==> src/rtl/inst_sram_like_to_axi_if.sv <==
// Signal bundle between the instruction sram-like port and the AXI read channels.
// master = bridge view (drives AR/R handshake and sram-like replies), slave = CPU/AXI-side view.
interface inst_sram_like_to_axi_if;
    logic        inst_req;
    logic        inst_wr;
    logic [1:0]  inst_size;
    logic [31:0] inst_addr;
    logic        inst_addr_ok;
    logic        inst_data_ok;
    logic [31:0] inst_rdata;
    logic [3:0]  arid;
    logic [31:0] araddr;
    logic [7:0]  arlen;
    logic [2:0]  arsize;
    logic [1:0]  arburst;
    logic        arvalid;
    logic        arready;
    logic [3:0]  rid;
    logic [31:0] rdata;
    logic [1:0]  rresp;
    logic        rlast;
    logic        rvalid;
    logic        rready;

    modport master (
        input  inst_req, inst_wr, inst_size, inst_addr,
        output inst_addr_ok, inst_data_ok, inst_rdata,
        output arid, araddr, arlen, arsize, arburst, arvalid,
        input  arready,
        input  rid, rdata, rresp, rlast, rvalid,
        output rready
    );

    modport slave (
        output inst_req, inst_wr, inst_size, inst_addr,
        input  inst_addr_ok, inst_data_ok, inst_rdata,
        input  arid, araddr, arlen, arsize, arburst, arvalid,
        output arready,
        output rid, rdata, rresp, rlast, rvalid,
        input  rready
    );
endinterface

==> src/rtl/inst_sram_like_to_axi.sv <==
// Single-outstanding sram-like -> AXI4 single-beat read bridge; addr_ok->data_ok min 2 cycles (3 with INST_RDATA_BUF_EN).
// Stalls on arready/rvalid add one cycle each; new requests are refused until the current read returns.
module inst_sram_like_to_axi #(
    parameter logic [3:0] AXI_ID = 4'd0
) (
    input  logic                    clk,
    input  logic                    rst,
    inst_sram_like_to_axi_if.master bus
);

`ifdef INST_RDATA_BUF_EN
    typedef enum logic [1:0] {IDLE, AR, R, DONE} state_t;
`else
    typedef enum logic [1:0] {IDLE, AR, R} state_t;
`endif

    state_t      r_state;
    state_t      w_next;
    logic [31:0] r_addr;
    logic [1:0]  r_size;
    logic        w_accept;
    logic        w_hit;
    logic        w_arvalid;
    logic        w_rready;
    logic        w_data_ok;
    logic        w_unused;

    // Beats carrying a foreign id are accepted (rready) but never returned to the CPU.
    always_comb begin
        w_accept  = (r_state == IDLE) & bus.inst_req & ~bus.inst_wr & ~rst;
        w_hit     = (r_state == R) & bus.rvalid & (bus.rid == AXI_ID) & ~rst;
        w_next    = r_state;
        w_arvalid = 1'b0;
        w_rready  = 1'b0;
        w_data_ok = 1'b0;
        unique case (r_state)
            IDLE: begin
                if (w_accept) w_next = AR;
            end
            AR: begin
                w_arvalid = ~rst;
                if (bus.arready) w_next = R;
            end
            R: begin
                w_rready = ~rst;
`ifdef INST_RDATA_BUF_EN
                if (w_hit) w_next = DONE;
`else
                w_data_ok = w_hit;
                if (w_hit) w_next = IDLE;
`endif
            end
`ifdef INST_RDATA_BUF_EN
            DONE: begin
                w_data_ok = ~rst;
                w_next    = IDLE;
            end
`endif
            default: w_next = IDLE;
        endcase
    end

    always_ff @(posedge clk) begin
        if (rst) begin
            r_state <= IDLE;
            r_addr  <= 32'd0;
            r_size  <= 2'd0;
        end else begin
            r_state <= w_next;
            if (w_accept) begin
                r_addr <= bus.inst_addr;
                r_size <= bus.inst_size;
            end
        end
    end

`ifdef INST_RDATA_BUF_EN
    logic [31:0] r_rdata;

    always_ff @(posedge clk) begin
        if (rst) begin
            r_rdata <= 32'd0;
        end else if (w_hit) begin
            r_rdata <= bus.rdata;
        end
    end

    assign bus.inst_rdata = r_rdata;
`else
    assign bus.inst_rdata = bus.rdata;
`endif

    assign bus.inst_addr_ok = w_accept;
    assign bus.inst_data_ok = w_data_ok;
    assign bus.arid         = AXI_ID;
    assign bus.araddr       = r_addr;
    assign bus.arlen        = 8'd0;
    assign bus.arsize       = {1'b0, r_size};
    assign bus.arburst      = 2'b01;
    assign bus.arvalid      = w_arvalid;
    assign bus.rready       = w_rready;

    // Single-beat reads make rlast redundant and errors are not reported upstream.
    assign w_unused = ^{bus.rresp, bus.rlast};

endmodule

==> src/flat_wrapper.sv <==
// flat-port wrapper written by rule: the top's interface ports become plain ports
module inst_sram_like_to_axi_flat 
#(
    parameter logic [3:0] AXI_ID = 4'd0
)
  (clk, rst, bus_inst_req, bus_inst_wr, bus_inst_size, bus_inst_addr, bus_inst_addr_ok, bus_inst_data_ok, bus_inst_rdata, bus_arid, bus_araddr, bus_arlen, bus_arsize, bus_arburst, bus_arvalid, bus_arready, bus_rid, bus_rdata, bus_rresp, bus_rlast, bus_rvalid, bus_rready);
  inst_sram_like_to_axi_if bus_i ();
  input  logic clk;
  input  logic rst;
  input wire logic [$bits(bus_i.inst_req)-1:0] bus_inst_req;
  input wire logic [$bits(bus_i.inst_wr)-1:0] bus_inst_wr;
  input wire logic [$bits(bus_i.inst_size)-1:0] bus_inst_size;
  input wire logic [$bits(bus_i.inst_addr)-1:0] bus_inst_addr;
  output wire logic [$bits(bus_i.inst_addr_ok)-1:0] bus_inst_addr_ok;
  output wire logic [$bits(bus_i.inst_data_ok)-1:0] bus_inst_data_ok;
  output wire logic [$bits(bus_i.inst_rdata)-1:0] bus_inst_rdata;
  output wire logic [$bits(bus_i.arid)-1:0] bus_arid;
  output wire logic [$bits(bus_i.araddr)-1:0] bus_araddr;
  output wire logic [$bits(bus_i.arlen)-1:0] bus_arlen;
  output wire logic [$bits(bus_i.arsize)-1:0] bus_arsize;
  output wire logic [$bits(bus_i.arburst)-1:0] bus_arburst;
  output wire logic [$bits(bus_i.arvalid)-1:0] bus_arvalid;
  input wire logic [$bits(bus_i.arready)-1:0] bus_arready;
  input wire logic [$bits(bus_i.rid)-1:0] bus_rid;
  input wire logic [$bits(bus_i.rdata)-1:0] bus_rdata;
  input wire logic [$bits(bus_i.rresp)-1:0] bus_rresp;
  input wire logic [$bits(bus_i.rlast)-1:0] bus_rlast;
  input wire logic [$bits(bus_i.rvalid)-1:0] bus_rvalid;
  output wire logic [$bits(bus_i.rready)-1:0] bus_rready;
  assign bus_i.inst_req = bus_inst_req;
  assign bus_i.inst_wr = bus_inst_wr;
  assign bus_i.inst_size = bus_inst_size;
  assign bus_i.inst_addr = bus_inst_addr;
  assign bus_inst_addr_ok = bus_i.inst_addr_ok;
  assign bus_inst_data_ok = bus_i.inst_data_ok;
  assign bus_inst_rdata = bus_i.inst_rdata;
  assign bus_arid = bus_i.arid;
  assign bus_araddr = bus_i.araddr;
  assign bus_arlen = bus_i.arlen;
  assign bus_arsize = bus_i.arsize;
  assign bus_arburst = bus_i.arburst;
  assign bus_arvalid = bus_i.arvalid;
  assign bus_i.arready = bus_arready;
  assign bus_i.rid = bus_rid;
  assign bus_i.rdata = bus_rdata;
  assign bus_i.rresp = bus_rresp;
  assign bus_i.rlast = bus_rlast;
  assign bus_i.rvalid = bus_rvalid;
  assign bus_rready = bus_i.rready;
  inst_sram_like_to_axi #(.AXI_ID(AXI_ID)) u_core (.clk(clk), .rst(rst), .bus(bus_i));
endmodule
==> config.mk <==
export PLATFORM = sky130hd
export DESIGN_NAME = inst_sram_like_to_axi_flat
export DESIGN_NICKNAME = d
export VERILOG_FILES = /design/src/rtl/inst_sram_like_to_axi_if.sv /design/src/rtl/inst_sram_like_to_axi.sv /design/src/flat_wrapper.sv
export SDC_FILE = /design/constraint.sdc
export NUM_CORES = 1
export LEC_CHECK = 0
export BUFFER_PORTS_ARGS = -buffer_cell sky130_fd_sc_hd__buf_4
export CAP_MARGIN = 20
export CORE_MARGIN = 2
export CORE_UTILIZATION = 42
export CTS_CLUSTER_DIAMETER = 80
export CTS_CLUSTER_SIZE = 12
export DETAILED_ROUTE_END_ITERATION = 10
export HOLD_SLACK_MARGIN = 0.15
export PLACE_DENSITY = 0.93
export RECOVER_POWER = 50
export SYNTH_ARGS = -nofsm -noshare
export SYNTH_HDL_FRONTEND = slang
export SYNTH_SLANG_ARGS = --single-unit
==> constraint.sdc <==
create_clock -name clk -period 2.4 [get_ports clk]
set_clock_uncertainty 0.05 [all_clocks]
set_input_delay 0.12 -clock clk [delete_from_list [all_inputs] [get_ports clk]]
set_output_delay 0.12 -clock clk [all_outputs]
set_load 0.02 [all_outputs]
==> results of run 1 <==
==> cell families after synthesis <==
kind of cell	count (synthesis)	share of synthesized area [%]
DFF	36	36.6
other	2	0.382
and+or+nand+nor	42	14.1
buffers and inverters	55	23.3
muxes	34	24.8
AOI/OAI and AO/OA	2	0.827
==> sequential cells by signal, indices dropped and copies added (netlist names) <==
name and cells:
u_core.bus.araddr 32, u_core.r_state 2, u_core.r_size 2
==> stage by stage <==
stage | total power [W] | setup slack (ps) | cells | cell area (µm²)
3_5_place_dp | 0.000939 | 524 | 264 | 2260
6_report | 0.00141 | 623 | 307 | 2630
5_1_grt | 0.00149 | 512 | 307 | 2630
4_1_cts | 0.00145 | 604 | 307 | 2710
3_3_place_gp | 0.000933 | 558 | 264 | 2260
2_1_floorplan | 0.000922 | 883 | 184 | 2020
==> worst max-delay path by stage <==
stage	start	end	slack (ps)	cells past startpoint
6_report	u_core.r_state[1]	u_core.bus.araddr[8]	620	4
5_1_grt	u_core.r_state[1]	u_core.bus.araddr[8]	510	4
4_1_cts	u_core.r_state[1]	u_core.bus.araddr[7]	600	4
3_5_place_dp	rst	u_core.bus.araddr[7]	520	5
3_3_place_gp	rst	u_core.bus.araddr[7]	560	5
2_1_floorplan	rst	bus_inst_data_ok	880	3
==> metal layers <==
metal  wire, µm  part of all wire [%]  up-vias  global-route usage [%]
met2       2200                    54       80                    29.0
met3        361                   8.9        6                    6.11
met4         54                   1.3        0                    4.53
li1           -                     -      653                       -
met5          0                     0        -                       0
met1       1460                    36      640                    15.7
==> Yosys cell counts <==
library cell	number
a21o_1	1
a22o_1	1
and2_2	1
and2b_1	13
and3_1	2
buf_12	3
buf_4	47
buf_6	1
conb_1	2
dfxtp_1	36
dlygate4sd1_1	2
dlymetal6s2s_1	1
inv_1	1
mux2_2	6
mux2_4	28
nand2_1	1
nor2_1	1
nor2_2	1
nor2b_1	21
nor3b_1	1
nor4_1	1
==> worst max-delay path, stage by stage, from the launching register on <==
cell,delay [ps]
dfxtp_1,310
nor2_2,100
and3_2,580
buf_12,250
mux2_2,350
==> final cells by class <==
cell class | count | area share (%)
Timing Repair Buffer | 118 | 34.5
Multi-Input combinational cell | 93 | 31.8
Sequential cell | 36 | 27.4
Clock buffer | 7 | 3.66
Tap cell | 52 | 2.47
Inverter | 1 | 0.143
==> power by group through the flow <==
stage / combinational (W) / clock, W / sequential [W]
final: 0.000307 / 0.000453 / 0.000650
after global placement: 0.000271 / 0 / 0.000662
after CTS: 0.000323 / 0.000478 / 0.000650
after floorplan: 0.000220 / 0 / 0.000702
after detailed placement: 0.000276 / 0 / 0.000663
after global routing: 0.000327 / 0.000504 / 0.000654
==> repair_timing <==
action,4_1_cts,5_1_grt
endpoints found under the hold margin,36,0
hold buffers,36,0
gates resized for setup,0,0
==> reports/metrics.cfg, run 1 <==
[global_routing]
grt_pass1_wl_um = 6290
grtUsageTotal_pct = 15.5
grt_max_degree = 37
grt-ovfl-total = 0
antenna_found_initial = 0
grt_pass1_vias = 1396

[floorplanning]
core_area_um2 = 4440
io_pins = 164
dieArea_um2 = 5250
start_util_pct = 44.3
fp.dieH_um = 72.4
rows = 24
die_x_um = 72.4

[final_layout]
regArea_um2 = 721
fin_nets = 334
final_cell_mix = 60 x buf_4, 36 x dlygate4sd3_1, 36 x dfxtp_1
multi_input_area_um2 = 838
final_common_cell = buf_4
syn_to_final_growth_pct = 33.9
nFillCells = 390
drive_gt1_share_pct = 41.2
n_antenna_cell = 0
utilization_pct = 59.3

[critical_path]
crit_required_ps = 2510
start_kind = flip-flop
end_kind = flip-flop
crit_arrival_ps = 1890
cp_max_fo = 19
timing.rr.end = u_core.bus.araddr[8]
crit_type = flip-flop to flip-flop
r2r_cells = 4
rrSetupSlack_ps = 620
reg2reg_from = u_core.r_state[1]

[cts]
postCtsSetupBuffers = 0
cts_buffer_depth = 2
htreeDepth = 2
clockRootBuffer = clkbuf_8
cts.sinks = 36
clkTransAtPathRegs_ps = 60
cts_made_buffers = 5
clk_latency_ps = 270
tritoncts = built

[worst_hold_path]
worstHoldPathCells = 0
hold_start = bus_rdata[13]
hold_end = bus_inst_rdata[13]
hp-class = input port to output pin

[pwr]
powerDensity_nw_per_um2 = 536
p_comb_share_pct = 21.8
switching_share_pct = 24.9
power.switching_w = 0.000351
p_leak_nw = 1.27
clkPwrFrac_pct = 32.1
p_int_w = 0.00106
ir_drop_v = 0.000232
p_seq_share_pct = 46.1

[sta]
max_clock_freq_mhz = 563
drv_slew = 0
rsz0062_at_grt = false
whs_ps = 190
relSlewSlack_pct = 60.3
worst_pin_slew_ps = 595
fin_crit_ps = 1780
finalHoldViolCount = 0
fin_crit_sh_pct = 74.0
finalSetupViolCount = 0
finalSetupTns_ps = 0

[placement]
portBuffers = 81
finalWeightedCongestion = 0.641
dpl.hpwl_um = 2590

[synthesis]
synth.largest_area_cell = dfxtp_1
avgSynthCellArea_um2 = 11.5
synthCells = 171
ys_warn_count = 0
netlist_area_um2 = 1970
synth_top_area_share_pct = 36.6
synth_seq_cells = 36
ys_seq_area_share_pct = 36.6
synth_cell_types = 21
synth_area_leaders = dfxtp_1 37%, mux2_4 21%, buf_4 18%

[drt]
drc = 0
drt_iter0_drc = 14
vias = 1379
dr.pass1.iters = 4
drtAntennaViolNets = 0
viasPerCell = 4.49
drt-wirelength-per-cell_um = 13.3
finalWirelength_um = 4070

[flow_run]
cap_violations = 0

[run_status]
outcome = complete, no violations

Power figures use the tool's default switching activity.
==> run 2: changes to the inputs <==
--- a/config.mk
+++ b/config.mk
@@ -5,15 +5,16 @@
 export SDC_FILE = /design/constraint.sdc
 export NUM_CORES = 1
 export LEC_CHECK = 0
+export ABC_AREA = 1
 export BUFFER_PORTS_ARGS = -buffer_cell sky130_fd_sc_hd__buf_4
 export CAP_MARGIN = 20
 export CORE_MARGIN = 2
-export CORE_UTILIZATION = 42
+export CORE_UTILIZATION = 40
 export CTS_CLUSTER_DIAMETER = 80
 export CTS_CLUSTER_SIZE = 12
 export DETAILED_ROUTE_END_ITERATION = 10
 export HOLD_SLACK_MARGIN = 0.15
-export PLACE_DENSITY = 0.93
+export PLACE_DENSITY = 0.88
 export RECOVER_POWER = 50
 export SYNTH_ARGS = -nofsm -noshare
 export SYNTH_HDL_FRONTEND = slang
==> constraint.sdc (replaced) <==
create_clock -name clk -period 1.83 [get_ports clk]
set_clock_uncertainty 0.05 [all_clocks]
set_input_delay 0.0915 -clock clk [delete_from_list [all_inputs] [get_ports clk]]
set_output_delay 0.0915 -clock clk [all_outputs]
set_load 0.02 [all_outputs]
==> reports/metrics.cfg, run 2 <==
[drt]
vias = 2242  ; +63%
dr.pass1.iters = 5  ; +1
drt_iter0_drc = 79  ; +65
viasPerCell = 4.56  ; +1.4%
drc = 0  ; unchanged
finalWirelength_um = 6220  ; +53%
drt-wirelength-per-cell_um = 12.6  ; -4.6%
drtAntennaViolNets = 0  ; unchanged

[synthesis]
synth_compound_area_share_pct = 0  ; -0.83 points
synth_seq_cells = 36  ; unchanged
synth_mux_area_share_pct = 0  ; -25 points
synth_fa_ha_area_share_pct = 0  ; unchanged
synth_edf_count = 0  ; unchanged
synth_cell_types = 17  ; -19%
synth_area_leaders = dfxtp_1 34%, buf_4 17%, nand2_1 13%
synth-xor-area-share_pct = 0  ; unchanged
ys_seq_area_share_pct = 33.8  ; -2.8 points
synth.largest_area_cell = dfxtp_1
synthTopCellsByCount = 72 x nand2_1, 48 x buf_4, 40 x inv_1
synthCells = 293  ; +71%
synthArstFlopShare_pct = 0  ; unchanged
avgSynthCellArea_um2 = 7.27  ; -37%
netlist_area_um2 = 2130  ; +8.3%
ys_warn_count = 0  ; unchanged
synth_top_family_by_area = buffers and inverters
synth_ff_type = dfxtp_1
synth-simple-area-share_pct = 32.7  ; +19 points
yosysMostFrequentCell = nand2_1
synth_top_area_share_pct = 33.8  ; -2.8 points

[floorplanning]
io_pins = 164  ; unchanged
start_util_pct = 41.7  ; -2.6 points
dieArea_um2 = 5920  ; +13%
die_x_um = 77.0  ; +6.3%
rows = 26  ; +8.3%
fp.dieH_um = 77.0  ; +6.3%
core_area_um2 = 5110  ; +15%

[cts]
tritoncts = built
cts_made_buffers = 5  ; unchanged
clkTransAtPathRegs_ps = 80  ; +20 ps
clockRootBuffer = clkbuf_8
cts_buffer_depth = 2  ; unchanged
clk_latency_ps = 290  ; +20 ps
cts.sinks = 36  ; unchanged
htreeDepth = 2  ; unchanged

[pwr]
power.switching_w = 0.000630  ; +80%
p_leak_nw = 1.53  ; +21%
ir_drop_v = 0.000433  ; +87%
powerDensity_nw_per_um2 = 612  ; +14%
p_int_w = 0.00134  ; +27%
p_comb_share_pct = 28.5  ; +6.7 points
power_w = 0.00197  ; +40%
switching_share_pct = 31.9  ; +7.1 points
clkPwrFrac_pct = 28.2  ; -3.9 points
p_seq_share_pct = 43.3  ; -2.8 points

[sta]
fin_crit_ps = 1660  ; -114 ps
finalSetupViolCount = 0  ; unchanged
finalSetupTns_ps = 0  ; unchanged
fin_ws_ps = 167  ; -456 ps
whs_ps = 327  ; +137 ps
max_clock_freq_mhz = 601  ; +6.9%
fin_crit_sh_pct = 90.9  ; +17 points
rsz0062_at_grt = false
drv_slew = 0  ; unchanged
finalHoldViolCount = 0  ; unchanged

[critical_path]
rrSetupSlack_ps = 170  ; -460 ps
r2r_cells = 5  ; +1
cp_slowest_stage_delay_ps = 600  ; +20 ps
timing.rr.end = u_core.bus.araddr[6]
cp_max_fo = 17  ; -2
start_kind = flip-flop
crit_arrival_ps = 1830  ; -60 ps
path_cells = nor2_4 -> buf_4 -> nand4_1 -> dlygate4sd3_1 -> nand2_1
critPathSlowestCell = dlygate4sd3_1
reg2reg_from = u_core.r_state[1]
end_kind = flip-flop
crit_required_ps = 2000  ; -510 ps
crit_type = flip-flop to flip-flop

[worst_hold_path]
hp-class = input port to flip-flop
worstHoldPathCells = 5  ; +5
hold_end = u_core.bus.araddr[27]
hold_start = bus_inst_wr

[global_routing]
grtUsageTotal_pct = 20.4  ; +4.9 points
grt_max_degree = 37  ; unchanged
antenna_found_initial = 0  ; unchanged
grt-ovfl-total = 0  ; unchanged
grt_pass1_vias = 2094  ; +50%
grt_pass1_wl_um = 9710  ; +54%

[placement]
dpl.hpwl_um = 3090  ; +19%
portBuffers = 81  ; unchanged
detailed_place.area_um2 = 2360  ; +4.8%
finalWeightedCongestion = 0.672  ; +4.8%
pre_cts_slack_ps = 496  ; -28.6 ps

[final_layout]
final_cell_mix = 85 x dlygate4sd3_1, 72 x nand2_1, 65 x buf_4
final_common_cell = dlygate4sd3_1
n_antenna_cell = 0  ; unchanged
fin_area_um2 = 3220  ; +22%
fin_nets = 500  ; +50%
largest_register_ffs = 32  ; unchanged
syn_to_final_growth_pct = 51.4
drive_gt1_share_pct = 18.2  ; -23 points

[run_status]
outcome = complete, no violations

[flow_run]
cap_violations = 0  ; unchanged

==> run 2: routing by layer <==
layer / up-vias / routed length [µm] / GRT usage [%] / share of wire, %
li1: 1091 / - / - / -
met1: 986 / 2110 / 20.0 / 34
met2: 147 / 3330 / 39.6 / 54
met3: 18 / 619 / 6.12 / 9.9
met4: 0 / 165 / 7.45 / 2.7
met5: - / 0 / 0 / 0
==> run 2: cell families (layout without fill, tap and decap cells) <==
kind of cell | count (synthesis) | after routing
and+or+nand+nor | 151 | 151
buffers and inverters | 104 | 220
DFF | 36 | 36
other | 2 | 15
==> run 2: worst max-delay path: cells and delay by family, from the launching register on <==
| kind | cells | cell delay [ps] |
|---|---|---|
| buffers and inverters | 2 | 850 |
| AND/OR/NAND/NOR | 3 | 360 |
| flip-flops | 1 | 350 |
==> run 2: power groups by stage <==
stage	logic (W)	clock network, W	registers (W)
floorplan	0.000320	0	0.000924
global placement	0.000384	0	0.000870
detailed placement	0.000388	0	0.000873
CTS	0.000574	0.000578	0.000854
global route	0.000601	0.000623	0.000861
finish	0.000561	0.000556	0.000855
==> run 2: layout make-up <==
type | instances | area, µm²
tap | 70 | 87.6
fill | 460 | 1880
sequential | 36 | 721
clock buffer | 5 | 68.8
timing repair buffer | 171 | 1420
inverter | 41 | 156
multi-input combinational | 166 | 753
clock inverter | 3 | 18.8
==> run 2: how the worst max path moves through the flow <==
stage	startpoint	to	slack, ps	depth (start not counted)
final	u_core.r_state[1]	u_core.bus.araddr[6]	170	5
after global routing	u_core.r_state[1]	u_core.bus.araddr[8]	90	5
after CTS	rst	u_core.bus.araddr[10]	130	6
after detailed placement	bus_inst_req	bus_inst_addr_ok	500	6
after global placement	bus_inst_req	bus_inst_addr_ok	460	6
after floorplan	u_core.r_state[0]	u_core.r_state[1]	610	4
==> run 2: stage by stage <==
stage          instances  util [%]
2_1_floorplan        306         -
3_3_place_gp         399      46.3
3_5_place_dp         399      46.3
4_1_cts              493      64.8
5_1_grt              492      63.1
6_report             492      63.1
==> run 2: timing repair <==
item | CTS | global route
resized for setup | 0 | 0
hold endpoints to repair | 68 | 0
hold buffers | 86 | 0
setup endpoints to repair | 0 | 2
buffers inserted | 0 | 0
==> run 3: changes to the inputs <==
--- a/config.mk
+++ b/config.mk
@@ -14,7 +14,7 @@
 export CTS_CLUSTER_SIZE = 12
 export DETAILED_ROUTE_END_ITERATION = 10
 export HOLD_SLACK_MARGIN = 0.15
-export PLACE_DENSITY = 0.88
+export PLACE_DENSITY = 0.78
 export RECOVER_POWER = 50
 export SYNTH_ARGS = -nofsm -noshare
 export SYNTH_HDL_FRONTEND = slang
==> reports/metrics.cfg, run 3 (synthesis results as in run 2) <==
[run_status]
outcome = complete, no violations

[floorplanning]
start_util_pct = 41.7  ; unchanged
io_pins = 164  ; unchanged
core_area_um2 = 5110  ; unchanged
rows = 26  ; unchanged
die_x_um = 77.0  ; unchanged
dieArea_um2 = 5920  ; unchanged
fp.dieH_um = 77.0  ; unchanged

[critical_path]
path_depth = 5  ; unchanged
start_kind = flip-flop
crit_family = buffers and inverters
path_cells = nor2_4 -> buf_4 -> nand4_1 -> dlygate4sd3_1 -> nand2_1
crit_type = flip-flop to flip-flop
crit_arrival_ps = 1820  ; about the same
cp_slowest_stage_delay_ps = 580  ; -20 ps
crit_required_ps = 2010  ; about the same
critPathSlowestCell = dlygate4sd3_1
r2r_cells = 5  ; unchanged
end_kind = flip-flop
cp_num_buf_inv = 2  ; unchanged
cp_max_fo = 17  ; unchanged

[global_routing]
grt_pass1_wl_um = 9540  ; -1.8%
grt_pass1_vias = 2086  ; -0.38%
grt-ovfl-total = 0  ; unchanged
antenna_found_initial = 0  ; unchanged
grtUsageTotal_pct = 20.0  ; -0.35 points
grt_max_degree = 37  ; unchanged

[final_layout]
final_cell_mix = 88 x dlygate4sd3_1, 72 x nand2_1, 65 x buf_4
drive_gt1_share_pct = 17.7  ; -0.56 points
fin_nets = 503  ; +0.60%
final_common_cell = dlygate4sd3_1
largest_register_ffs = 32  ; unchanged
n_antenna_cell = 0  ; unchanged
nFillCells = 444  ; -3.5%
syn_to_final_growth_pct = 52.3

[cts]
cts_made_buffers = 5  ; unchanged
tritoncts = built
clkTransAtPathRegs_ps = 70  ; about the same
cts.sinks = 36  ; unchanged
cts_resized = 0  ; unchanged
postCtsSetupBuffers = 0  ; unchanged
cts_buffer_depth = 2  ; unchanged
clk_latency_ps = 280  ; about the same
htreeDepth = 2  ; unchanged
clockRootBuffer = clkbuf_8
holdBufCountCts = 88  ; +2.3%

[sta]
drv_slew = 0  ; unchanged
fin_crit_ps = 1640  ; -20.2 ps
finalHoldViolCount = 0  ; unchanged
max_clock_freq_mhz = 609  ; +1.2%
rsz0062_at_grt = false
fin_ws_ps = 187  ; +20.2 ps
finalSetupTns_ps = 0  ; unchanged
fin_crit_sh_pct = 89.8  ; -1.1 points
finalSetupViolCount = 0  ; unchanged

[drt]
drc = 0  ; unchanged
drtAntennaViolNets = 0  ; unchanged
drt_iter0_drc = 89  ; +13%
finalWirelength_um = 5930  ; -4.8%
drt-wirelength-per-cell_um = 12.0  ; -5.2%
viasPerCell = 4.45  ; -2.4%
dr.pass1.iters = 4  ; -1
vias = 2198  ; -2.0%

[pwr]
power_w = 0.00195  ; -1.1%
p_leak_nw = 1.53  ; -0.12%
powerDensity_nw_per_um2 = 601  ; -1.8%
ir_drop_v = 0.000353  ; -18%

[placement]
finalWeightedCongestion = 0.674  ; +0.30%
portBuffers = 81  ; unchanged
pre_cts_slack_ps = 437  ; -58.5 ps
dpl.hpwl_um = 2990  ; -3.4%

[worst_hold_path]
worstHoldPathCells = 5  ; unchanged
hp-class = input port to flip-flop

[flow_run]
cap_violations = 0  ; unchanged

==> run 3: changes by cell type in the layout (fill, tap and decap cells not counted) <==
| cell | before | now |
|---|---|---|
| clkinv_2 | 2 | 1 |
| clkinv_4 | 1 | 0 |
| clkbuf_1 | 21 | 22 |
| dlygate4sd3_1 | 85 | 88 |
==> run 3: final timing paths <==
path	start	end	slack, ps
hold / removal	bus_inst_wr	u_core.bus.araddr[18]	340
hold reg to reg	u_core.bus.araddr[27]	u_core.bus.araddr[27]	460
setup / recovery	u_core.r_state[1]	u_core.bus.araddr[5]	190
setup reg to reg	u_core.r_state[1]	u_core.bus.araddr[5]	190
==> run 3: through the flow <==
stage	hold slack, ps	utilization [%]	instances	cell area, µm²
after floorplan	152	-	306	2180
after CTS	330	65.0	494	3320
after global placement	133	46.3	399	2360
final	344	63.5	494	3240
after global routing	341	63.5	494	3240
after detailed placement	133	46.3	399	2360
==> run 3: final cells by class <==
class / count / area (µm²) / share of cell area [%]
Timing Repair Buffer: 174 / 1450 / 44.6
Tap cell: 70 / 87.6 / 2.70
Inverter: 41 / 156 / 4.82
Sequential cell: 36 / 721 / 22.2
Multi-Input combinational cell: 166 / 753 / 23.2
Clock inverter: 1 / 5.00 / 0.154
Clock buffer: 6 / 72.6 / 2.24
==> run 3: tightest hold or removal path, cell delays in order <==
cell     delay, ps
buf_4          110
nor2_8          80
buf_4          210
nand4_1         90
nand2_1         50
==> run 3: where the power goes <==
part	total (W)	switching, W	internal [W]
registers	0.000855	0.0000257	0.000830
logic	0.000561	0.000312	0.000250
clock network	0.000533	0.000274	0.000259
total	0.00195	0.000611	0.00134
==> run 3: layer usage <==
metal  share of wire, %  vias up  track usage (%)
met2                 52      113             36.0
li1                   -     1097                -
met3                7.4       12             4.82
met4                2.2        0             7.45
met1                 39      976             22.8
met5                  0        -                0
